<file path="config.mk">
export PLATFORM = sky130hd
export DESIGN_NAME = instr_fetch_unit
export DESIGN_NICKNAME = d
export VERILOG_FILES = /design/src/rtl/instr_fetch_unit.sv
export SDC_FILE = /design/constraint.sdc
export NUM_CORES = 1
export LEC_CHECK = 0
export ABC_AREA = 1
export CORE_ASPECT_RATIO = 0.9
export CORE_MARGIN = 2
export CORE_UTILIZATION = 42
export DETAILED_ROUTE_END_ITERATION = 7
export DONT_BUFFER_PORTS = 1
export PLACE_DENSITY = 0.54
export SLEW_MARGIN = 20
export SYNTH_ARGS = -nofsm -noshare
export SYNTH_HDL_FRONTEND = slang
export SYNTH_SLANG_ARGS = --single-unit
</file>
<file path="constraint.sdc">
create_clock -name clk_i -period 17 [get_ports clk_i]
set_clock_uncertainty 0.1 [all_clocks]
set_input_delay 2.55 -clock clk_i [delete_from_list [all_inputs] [get_ports clk_i]]
set_output_delay 2.55 -clock clk_i [all_outputs]
set_load 0.05 [all_outputs]
</file>
<file path="src/rtl/instr_fetch_unit.sv">
// ---------------------------------------------------------------------------
// instr_fetch_unit
// Fetches 32-bit instruction words from a synchronous instruction memory
// (1-cycle read latency) and hands them to decode through a valid/ready
// handshake. Owns the PC and applies redirects from EX. A 2-entry FIFO plus
// one in-flight read slot sustains one instruction per cycle.
//
// Ports
//   clk_i            clock, all state on the rising edge
//   arst_i           asynchronous active-high reset
//   en_i             fetch enable (0 = no new requests, in-flight completes)
//   imem_req_o       read request to instruction memory
//   imem_addr_o      read byte address (= PC, bits[1:0] always 0)
//   imem_rdata_i     read data, valid one cycle after an issued request
//   instr_valid_o    FIFO head holds a valid instruction
//   instr_ready_i    decode accepts the head this cycle
//   instr_o          head instruction word
//   instr_pc_o       PC of the head instruction
//   opcode_o         instr_o[6:0], for the control unit
//   redirect_i       flush and restart fetch at redirect_pc_i
//   redirect_pc_i    new PC, bits[1:0] forced to 0
//   instr_illegal_o  head opcode not supported (only with the macro below)
//
// Build option
//   ILLEGAL_OPCODE_CHECK_EN : when defined, each FIFO entry stores an
//   "illegal opcode" flag computed at push time and instr_illegal_o reports
//   it for the head entry. When undefined, instr_illegal_o is tied to 0 and
//   no flag storage exists.
// ---------------------------------------------------------------------------
module instr_fetch_unit #(
  parameter int                ADDR_W   = 64,
  parameter int                INSTR_W  = 32,
  parameter logic [ADDR_W-1:0] RESET_PC = '0
) (
  input  logic               clk_i,
  input  logic               arst_i,
  input  logic               en_i,
  output logic               imem_req_o,
  output logic [ADDR_W-1:0]  imem_addr_o,
  input  logic [INSTR_W-1:0] imem_rdata_i,
  output logic               instr_valid_o,
  input  logic               instr_ready_i,
  output logic [INSTR_W-1:0] instr_o,
  output logic [ADDR_W-1:0]  instr_pc_o,
  output logic [6:0]         opcode_o,
  input  logic               redirect_i,
  input  logic [ADDR_W-1:0]  redirect_pc_i,
  output logic               instr_illegal_o
);

  // Architectural state
  logic [ADDR_W-1:0]  pc_q, pc_d;
  logic [1:0]         count_q, count_d;
  logic               rd_ptr_q, rd_ptr_d;
  logic               wr_ptr_q, wr_ptr_d;
  logic               inflight_q, inflight_d;
  logic [ADDR_W-1:0]  inflight_pc_q, inflight_pc_d;

  // FIFO storage (2 entries)
  logic [INSTR_W-1:0] fifo_instr_q [2];
  logic [ADDR_W-1:0]  fifo_pc_q    [2];

  logic               pop;
  logic               push;
  logic               issue;
  logic [2:0]         credit_used;

  // Occupancy the FIFO will need once the current in-flight word lands,
  // counting the slot freed by a pop this cycle. Issuing only while this is
  // below 2 guarantees every returning word has a free entry.
  assign credit_used = {1'b0, count_q} - {2'b00, pop} + {2'b00, inflight_q};

  always_comb begin
    pop           = instr_valid_o & instr_ready_i;
    push          = inflight_q & ~redirect_i;
    issue         = ~arst_i & en_i & ~redirect_i & (credit_used < 3'd2);

    pc_d          = pc_q;
    count_d       = count_q;
    rd_ptr_d      = rd_ptr_q;
    wr_ptr_d      = wr_ptr_q;
    inflight_d    = 1'b0;
    inflight_pc_d = inflight_pc_q;

    if (redirect_i) begin
      // Flush wins over pop/push/issue; the in-flight response is dropped
      // simply by not pushing it (inflight_d stays 0).
      count_d  = 2'd0;
      rd_ptr_d = 1'b0;
      wr_ptr_d = 1'b0;
      pc_d     = redirect_pc_i & ~ADDR_W'(3);
    end else begin
      count_d = count_q + {1'b0, push} - {1'b0, pop};
      if (pop) begin
        rd_ptr_d = ~rd_ptr_q;
      end
      if (push) begin
        wr_ptr_d = ~wr_ptr_q;
      end
      if (issue) begin
        inflight_d    = 1'b1;
        inflight_pc_d = pc_q;
        pc_d          = pc_q + ADDR_W'(4);
      end
    end
  end

  always_ff @(posedge clk_i or posedge arst_i) begin
    if (arst_i) begin
      pc_q          <= RESET_PC;
      count_q       <= 2'd0;
      rd_ptr_q      <= 1'b0;
      wr_ptr_q      <= 1'b0;
      inflight_q    <= 1'b0;
      inflight_pc_q <= '0;
    end else begin
      pc_q          <= pc_d;
      count_q       <= count_d;
      rd_ptr_q      <= rd_ptr_d;
      wr_ptr_q      <= wr_ptr_d;
      inflight_q    <= inflight_d;
      inflight_pc_q <= inflight_pc_d;
    end
  end

  // FIFO data: reset so the head reads as zero straight out of reset.
  always_ff @(posedge clk_i or posedge arst_i) begin
    if (arst_i) begin
      for (int i = 0; i < 2; i++) begin
        fifo_instr_q[i] <= '0;
        fifo_pc_q[i]    <= '0;
      end
    end else if (push) begin
      fifo_instr_q[wr_ptr_q] <= imem_rdata_i;
      fifo_pc_q[wr_ptr_q]    <= inflight_pc_q;
    end
  end

  assign imem_req_o    = issue;
  assign imem_addr_o   = pc_q;
  assign instr_valid_o = (count_q != 2'd0);
  assign instr_o       = fifo_instr_q[rd_ptr_q];
  assign instr_pc_o    = fifo_pc_q[rd_ptr_q];
  assign opcode_o      = instr_o[6:0];

`ifdef ILLEGAL_OPCODE_CHECK_EN
  logic fifo_ill_q [2];
  logic push_illegal;

  always_comb begin
    case (imem_rdata_i[6:0])
      7'b0110011, 7'b0010011, 7'b1100011,
      7'b1101111, 7'b0000011, 7'b0100011: push_illegal = 1'b0;
      default:                            push_illegal = 1'b1;
    endcase
  end

  always_ff @(posedge clk_i or posedge arst_i) begin
    if (arst_i) begin
      for (int i = 0; i < 2; i++) begin
        fifo_ill_q[i] <= 1'b0;
      end
    end else if (push) begin
      fifo_ill_q[wr_ptr_q] <= push_illegal;
    end
  end

  assign instr_illegal_o = instr_valid_o & fifo_ill_q[rd_ptr_q];
`else
  assign instr_illegal_o = 1'b0;
`endif

endmodule

</file>
# Word level (Yosys, flattened, before mapping)
# Index checks and enable logic that the tools add are counted.
[word_totals]
latch_bits = 0
register_bits = 325
rom_bits = 0
inputBits = 101
memories = 0
out_inout_bits = 170
ram_bits = 0
[classes]
multipliers = 0
addsub = 5
bitwise_logic = 11
magnitude_cmp = 4
reduce_logical = 6
shift = 0
n_mux = 21
div = 0
n_eq_ne = 0
[op_table]
columns = ["op", "n"]
rows = [
  ["$mux 64", 6],
  ["$bwmux 128", 1],
  ["$mux 32", 4],
  ["$add 64x3->64 const B", 1],
  ["$bwmux 64", 1],
  ["$demux 64 s1", 1],
  ["$demux 32 s1", 1],
  ["$reduce_bool 2->1", 4],
  ["$mux 1", 6],
  ["$and 1x1->1", 5],
  ["$ge 2x2->1 const B", 2],
  ["$not 1->1", 4],
  ["$not 1->2", 2],
  ["$add 3x1->3", 1],
  ["$lt 3x2->1 const B", 1],
  ["$sub 2x1->3", 1],
  ["$add 2x1->2", 1],
  ["$lt 2x1->1 const B", 1],
  ["$mux 2", 1],
  ["$reduce_and 2->1", 1],
  ["$sub 2x1->2", 1],
  ["$logic_and 1x1->1", 1],
]

# Logic depth before layout (Yosys ltp)
# Gate-level depths: netlist of the first run.
[depth]
ltp_word = 8
depth_mapped = 14

# Worst setup path before layout of the first run
# No wires, ideal clock.
[synth_path]
path_kind = "input port to output port"
startpoint = "input instr_ready_i"
endpoint = "output imem_req_o"
path_buffers = 2
arrival_time_ns = 4.359
cell_stages = 10
setup_slack_ns = 9.991
required_ns = 14.350
path_cell_list = "nand2_1 nor2_1 o21ai_0 fa_1 nand2_1 nor3_1 nand2_1 buf_2 buf_2 inv_1"
[synth_via]
elab_chain_cells = 5
[synth_rtl]
columns = ["item", "line_no", "text"]
rows = [
  ["start, declared", "42", "input logic instr_ready_i,"],
  ["$and 1x1->1", "74", "pop = instr_valid_o & instr_ready_i;"],
  ["$sub 2x1->3", "71", "assign credit_used = {1'b0, count_q} - {2'b00, pop} + {2'b00, inflight_q};"],
  ["$add 3x1->3", "71", ""],
  ["$lt 3x2->1", "76", "issue = ~arst_i & en_i & ~redirect_i & (credit_used < 3'd2);"],
  ["$and 1x1->1", "76", ""],
  ["end, declared", "38", "output logic imem_req_o,"],
]
# Every way passes these cells.

# Final worst setup path of the first run
# Same ends and word-level chain as after synthesis.

==> results of run 1 <==
## layout by cell type, fill, tap and decap left out, types with 2 or more instances in the layout
| master | netlist | final |
|---|---|---|
| nand2_1 | 797 | 796 |
| dfrtp_1 | 317 | 316 |
| inv_1 | 223 | 222 |
| o21ai_0 | 180 | 180 |
| nor2_1 | 168 | 168 |
| nand3_1 | 101 | 100 |
| o21ai_1 | 85 | 85 |
| clkbuf_16 | 0 | 37 |
| a21oi_1 | 32 | 32 |
| o21ai_2 | 20 | 20 |
| o211ai_1 | 11 | 11 |
| clkbuf_1 | 43 | 11 |
| nand2_2 | 10 | 10 |
| clkbuf_8 | 0 | 10 |
| buf_4 | 12 | 9 |
| nor2_2 | 8 | 8 |
| xor2_1 | 6 | 6 |
| nand4_1 | 5 | 5 |
| clkinv_1 | 6 | 5 |
| conb_1 | 1 | 5 |
| inv_2 | 3 | 4 |
| nor2_4 | 4 | 4 |
| xnor2_1 | 3 | 3 |
| nand2_4 | 2 | 3 |
| ha_1 | 3 | 3 |
| clkinv_2 | 0 | 3 |
| inv_6 | 0 | 2 |
| bufinv_16 | 0 | 2 |
## per-layer routing
layer  track usage, %  up-vias  routed length, µm
met2             35.1      373              19600
met3             4.08       63               2780
li1                 -     6428                  -
met1             36.8     5965              23100
met4             5.71        0                961
met5                0        -                  0
## tightest hold or removal path, cell delays in order, from the launching register on
cell and delay (ns):
dfrtp_1 0.34, nand2_1 0.05, o21ai_0 0.05
## worst paths after layout
kind,from,endpoint,cells after the start
setup / recovery,instr_ready_i,imem_req_o,8
hold / removal,fifo_pc_q[56]$_DFFE_PP0P_,fifo_pc_q[56]$_DFFE_PP0P_,2
setup reg to reg,count_q[1]$_DFF_PP0_,imem_addr_o[27]$_DFFE_PP0P_,14
hold reg to reg,fifo_pc_q[56]$_DFFE_PP0P_,fifo_pc_q[56]$_DFFE_PP0P_,2
max in group asynchronous,arst_i,imem_addr_o[20]$_DFFE_PP0P_,2
min in group asynchronous,arst_i,fifo_pc_q[44]$_DFFE_PP0P_,1
## stage by stage
stage / utilization (%) / total power [mW] / hold slack [ns]
3_5_place_dp: 42.8 / 2.40 / 0.370
5_1_grt: 46.1 / 3.38 / 0.398
2_1_floorplan: - / 2.20 / 0.353
4_1_cts: 46.1 / 3.22 / 0.384
3_3_place_gp: 42.8 / 2.38 / 0.366
6_report: 46.1 / 3.19 / 0.379
## final cells by class
cell class	count	area, µm²
Clock inverter	9	120
Sequential cell	317	7930
Fill cell	3816	19900
Multi-Input combinational cell	1447	6320
Timing Repair Buffer	10	87.6
Clock buffer	58	1100
Tap cell	483	604
Inverter	232	883
## state kept, by name (all words and copies together), names as in the netlist
register       count
fifo_pc_q        124
fifo_instr_q      64
imem_addr_o       62
inflight_pc_q     62
count_q            2
inflight_q         1
rd_ptr_q           1
wr_ptr_q           1
## synth_stat cells, drive strengths merged
cell type	instances	area share, %
buf	63	2.7
clkbuf	43	1.0
nand4	5	0.20
xnor2	3	0.17
fa	1	0.13
nor3	1	0.032
conb	1	0.024
nand2	809	20
xor2	6	0.34
ha	3	0.24
inv	226	5.4
o21ai	285	9.6
nand3	102	3.3
clkinv	6	0.14
nand3b	1	0.048
or2	2	0.080
o211ai	11	0.53
a21oi	32	1.0
dfrtp	317	51
nor2	181	4.8
## cell families (layout without fill, tap and decap cells)
group	after synthesis	count (layout)	synth area share, %
buffers and inverters	338	309	9.28
AND/OR/NAND/NOR	1101	1101	28.1
flip-flops	317	317	50.6
other	1	5	0.0239
XOR/XNOR	9	9	0.503
adder cells (fa/ha/maj)	4	4	0.367
AO/OA/AOI/OAI	328	328	11.1
## report_power, final
group / switching (mW) / internal (mW) / total [mW]
Combinational: 0.886 / 0.207 / 1.09
Sequential: 0.270 / 1.02 / 1.29
Clock: 0.325 / 0.480 / 0.805
Total: 1.48 / 1.71 / 3.19
==> impl_metrics.toml, run 1 <==
[die]
ios = 271
die_h_um = 187
start_util_pct = 42.4
placeableCoreArea_um2 = 37000
die_area_um2 = 38900
die_w_um = 208
rows = 67

[clock_tree]
htree_levels = 2
clock-root-buffer = "clkbuf_16"
insertion_delay_ns = 0.55
cts_tree = "done"
path_clk_slew_ns = 0.05
ctsResizeCount = 0
post-cts-setup-buffer-count = 0
ctsHoldBuffers = 0
cts_buffer_depth = 3
cts_made_buffers = 37
cts_num_sinks = 317

[synthesis]
ys_seq_area_share_pct = 50.6
yosys_warnings = 0
synth.distinct_cells = 33
ys_seq_elements = 317
synth_area_um2 = 15700
avgSynthCellArea_um2 = 7.47
syn_inst = 2098

[place]
post-dp-hpwl_mm = 32.0
place_inst = 2489
dpl_cell_area_um2 = 15800
portBuffers = 0
dp_slack_ns = 9.40
gp_congestion = 0.908

[sta]
finalWorstSetupSlack_ns = 9.43
finalSetupViolCount = 0
finalCriticalPeriod_ns = 7.57
tns_ns = 0
slew_headroom_pct = 33.5
max_freq_mhz = 132
rsz0062_at_grt = "no"
slew_viol_final = 0
hold_viol_final = 0
fin_crit_sh_pct = 44.5
worst_pin_slew_ns = 0.997

[critical_path]
worst_setup_path_start_kind = "input port"
path_cells = "nand2_1 > nor2_1 > o21ai_0 > fa_1 > nand2_1 > nor3_1 > nand2_4 > inv_1"
slowest_delay_ns = 0.58
worstPathRequired_ns = 14.35
r2r_setup_slack_ns = 12.58
path_max_fanout = 79
cp_data_arrival_time_ns = 4.92
crit_type = "in -> out"
critPathSlowestCell = "inv_1"
crit_buf_inv = 1
critPathTopFamily = "simple AND/OR/NAND/NOR gates"
end_kind = "primary output"
cpMostUsedCell = "nand2_1"

[run]
max-cap-violations = 0

[detailed_routing]
drt_iter0_markers = 1009
viasPerCell = 5.02
postRouteAntennaNets = 0
wire_per_inst_um = 18.2
drtPass1Iterations = 5
vias = 12800
post-route-drc-count = 0
wirelength_mm = 46.4

[min_path]
hold_class = "reg -> reg"

[layout]
n_antenna_cell = 0
final_cell_count_no_fill = 2556
final_area_um2 = 17100
final_nets = 2150
layout-area-overhead-vs-synth_pct = 8.84
drive_gt1_share_pct = 5.89

[global_routing]
grt_max_degree = 175
grt_pass1_wl_mm = 73.0
antenna_found_initial = 0
grt_overflow_total = 0
grt_pass1_vias = 12000
grt_use_total_pct = 24.0

[pwr]
leakage_nw = 8.60
power.density_nw_per_um2 = 187
peakVddDrop_mv = 0.0722

[status]
outcome = "complete, no violations"
Note: power is estimated with default switching activity, not from simulation.
==> run 2: changes to the inputs <==
- PLACE_DENSITY: 0.54 -> 0.57
- clock period: 17 -> 6.91 ns (I/O delays scaled with it)
==> run 2 against run 1 <==
Largest cell class unchanged. Global-route usage decreased by 0.39 points. Core utilization about the same. Critical endpoint unchanged. Setup slack got worse by 7.3 ns. Critical path type is now reg -> out. Critical path depth increased by 2.
==> impl_metrics.toml, run 2 (synthesized netlist as in run 1, its figures left out) <==
[clock_tree]
cts_num_sinks = 317
insertion_delay_ns = 0.53
ctsHoldBuffers = 0
cts_tree = "done"
ctsResizeCount = 0
cts_buffer_depth = 3
cts_made_buffers = 37
path_clk_slew_ns = 0.06
post-cts-setup-buffer-count = 0
htree_levels = 2
clock-root-buffer = "clkbuf_16"

[sta]
tns_ns = 0
worst_pin_slew_ns = 1.04
rsz0062_at_grt = "no"
finalSetupViolCount = 0
finalWorstSetupSlack_ns = 2.08
slew_headroom_pct = 30.7
slew_viol_final = 0
finalCriticalPeriod_ns = 4.83
fin_crit_sh_pct = 69.8
max_freq_mhz = 207
whs_ns = 0.380
hold_viol_final = 0

[layout]
fillers = 3791
largestRegisters = "fifo_pc_q: 124 flops, fifo_instr_q: 64 flops"
multi_input_area_um2 = 6320
final_common_cell = "nand2_1"
top_register = "fifo_pc_q"
drive_gt1_share_pct = 6.12
final_cell_count_no_fill = 2557
n_antenna_cell = 0
final_nets = 2152
largest_reg_flops = 124
layout-area-overhead-vs-synth_pct = 8.90
most-common-layout-cells = "nand2_1, dfrtp_1, inv_1, o21ai_0, nor2_1"
regArea_um2 = 7940

[detailed_routing]
postRouteAntennaNets = 0
wire_per_inst_um = 18.0
post-route-drc-count = 0
wirelength_mm = 46.0
vias = 13000
drtPass1Iterations = 5
viasPerCell = 5.07
drt_iter0_markers = 1128

[pwr]
peakVddDrop_mv = 0.175
power.density_nw_per_um2 = 457
leakage_nw = 8.60
total_power_mw = 7.79

[critical_path]
path_max_fanout = 73
worstPathRequired_ns = 5.77
crit_type = "reg -> out"
end_kind = "primary output"
worst_setup_path_start_kind = "flip-flop"
cp_data_arrival_time_ns = 3.69

[global_routing]
grt_max_degree = 181
grt_pass1_wl_mm = 71.4
grt_overflow_total = 0
grt_use_total_pct = 23.6
grt_pass1_vias = 11800
antenna_found_initial = 0

[die]
ios = 271
die_area_um2 = 38900
placeableCoreArea_um2 = 37000
die_w_um = 208
start_util_pct = 42.4
rows = 67
die_h_um = 187

[place]
post-dp-hpwl_mm = 32.1
place_inst = 2491
dp_slack_ns = 2.45
gp_congestion = 0.907
portBuffers = 0

[status]
outcome = "complete, no violations"

[run]
max-cap-violations = 0

[min_path]
hold_class = "reg -> reg"
[run 2: layout make-up]
| class | instances | share of cell area (%) |
|---|---|---|
| Clock inverter | 9 | 0.345 |
| Inverter | 232 | 5.13 |
| Sequential cell | 317 | 46.5 |
| Tap cell | 483 | 3.54 |
| Clock buffer | 57 | 6.76 |
| Multi-Input combinational cell | 1447 | 37.0 |
| Timing Repair Buffer | 12 | 0.675 |
[run 2: through the flow]
stage,util (%),area (µm²)
floorplan,-,15700
global placement,42.9,15800
detailed placement,42.9,15800
CTS,46.1,17100
global route,46.1,17100
finish,46.1,17100
[run 2: path summary, 6_finish.rpt]
path | start | endpoint | slack (ns) | depth (start not counted)
min in group asynchronous | arst_i | count_q[1]$_DFF_PP0_ | 0.46 | 1
worst max register to register | count_q[1]$_DFF_PP0_ | imem_addr_o[8]$_DFFE_PP0P_ | 2.68 | 13
worst max-delay path | count_q[1]$_DFF_PP0_ | imem_req_o | 2.08 | 10
max in group asynchronous | arst_i | fifo_pc_q[80]$_DFFE_PP0P_ | 4.76 | 2
worst min-delay path | fifo_pc_q[26]$_DFFE_PP0P_ | fifo_pc_q[26]$_DFFE_PP0P_ | 0.38 | 2
worst min register to register | fifo_pc_q[26]$_DFFE_PP0P_ | fifo_pc_q[26]$_DFFE_PP0P_ | 0.38 | 2
[run 2: layer usage]
layer,global-route usage [%],vias to the layer above,part of all wire (%)
li1,-,6414,-
met1,35.8,6081,48
met2,34.7,424,43
met3,4.62,44,7.0
met4,5.11,0,1.6
met5,0,-,0
[run 2: power breakdown]
group          switching, mW  internal (mW)  total (mW)  leakage (nW)
combinational           2.17          0.507        2.68          3.98
sequential             0.684           2.51        3.19          4.03
clock                  0.771           1.15        1.92         0.589
total                   3.62           4.17        7.79          8.60
[run 2: critical path: stages (launching register included)]
cell and delay, ns:
dfrtp_1 0.44, or2_2 0.44, nand2_1 0.17, inv_1 0.07, nor2_1 0.08, o21ai_0 0.10, fa_1 0.50, nand2_1 0.06
nor3_1 0.25, nand2_4 0.50, inv_1 0.55
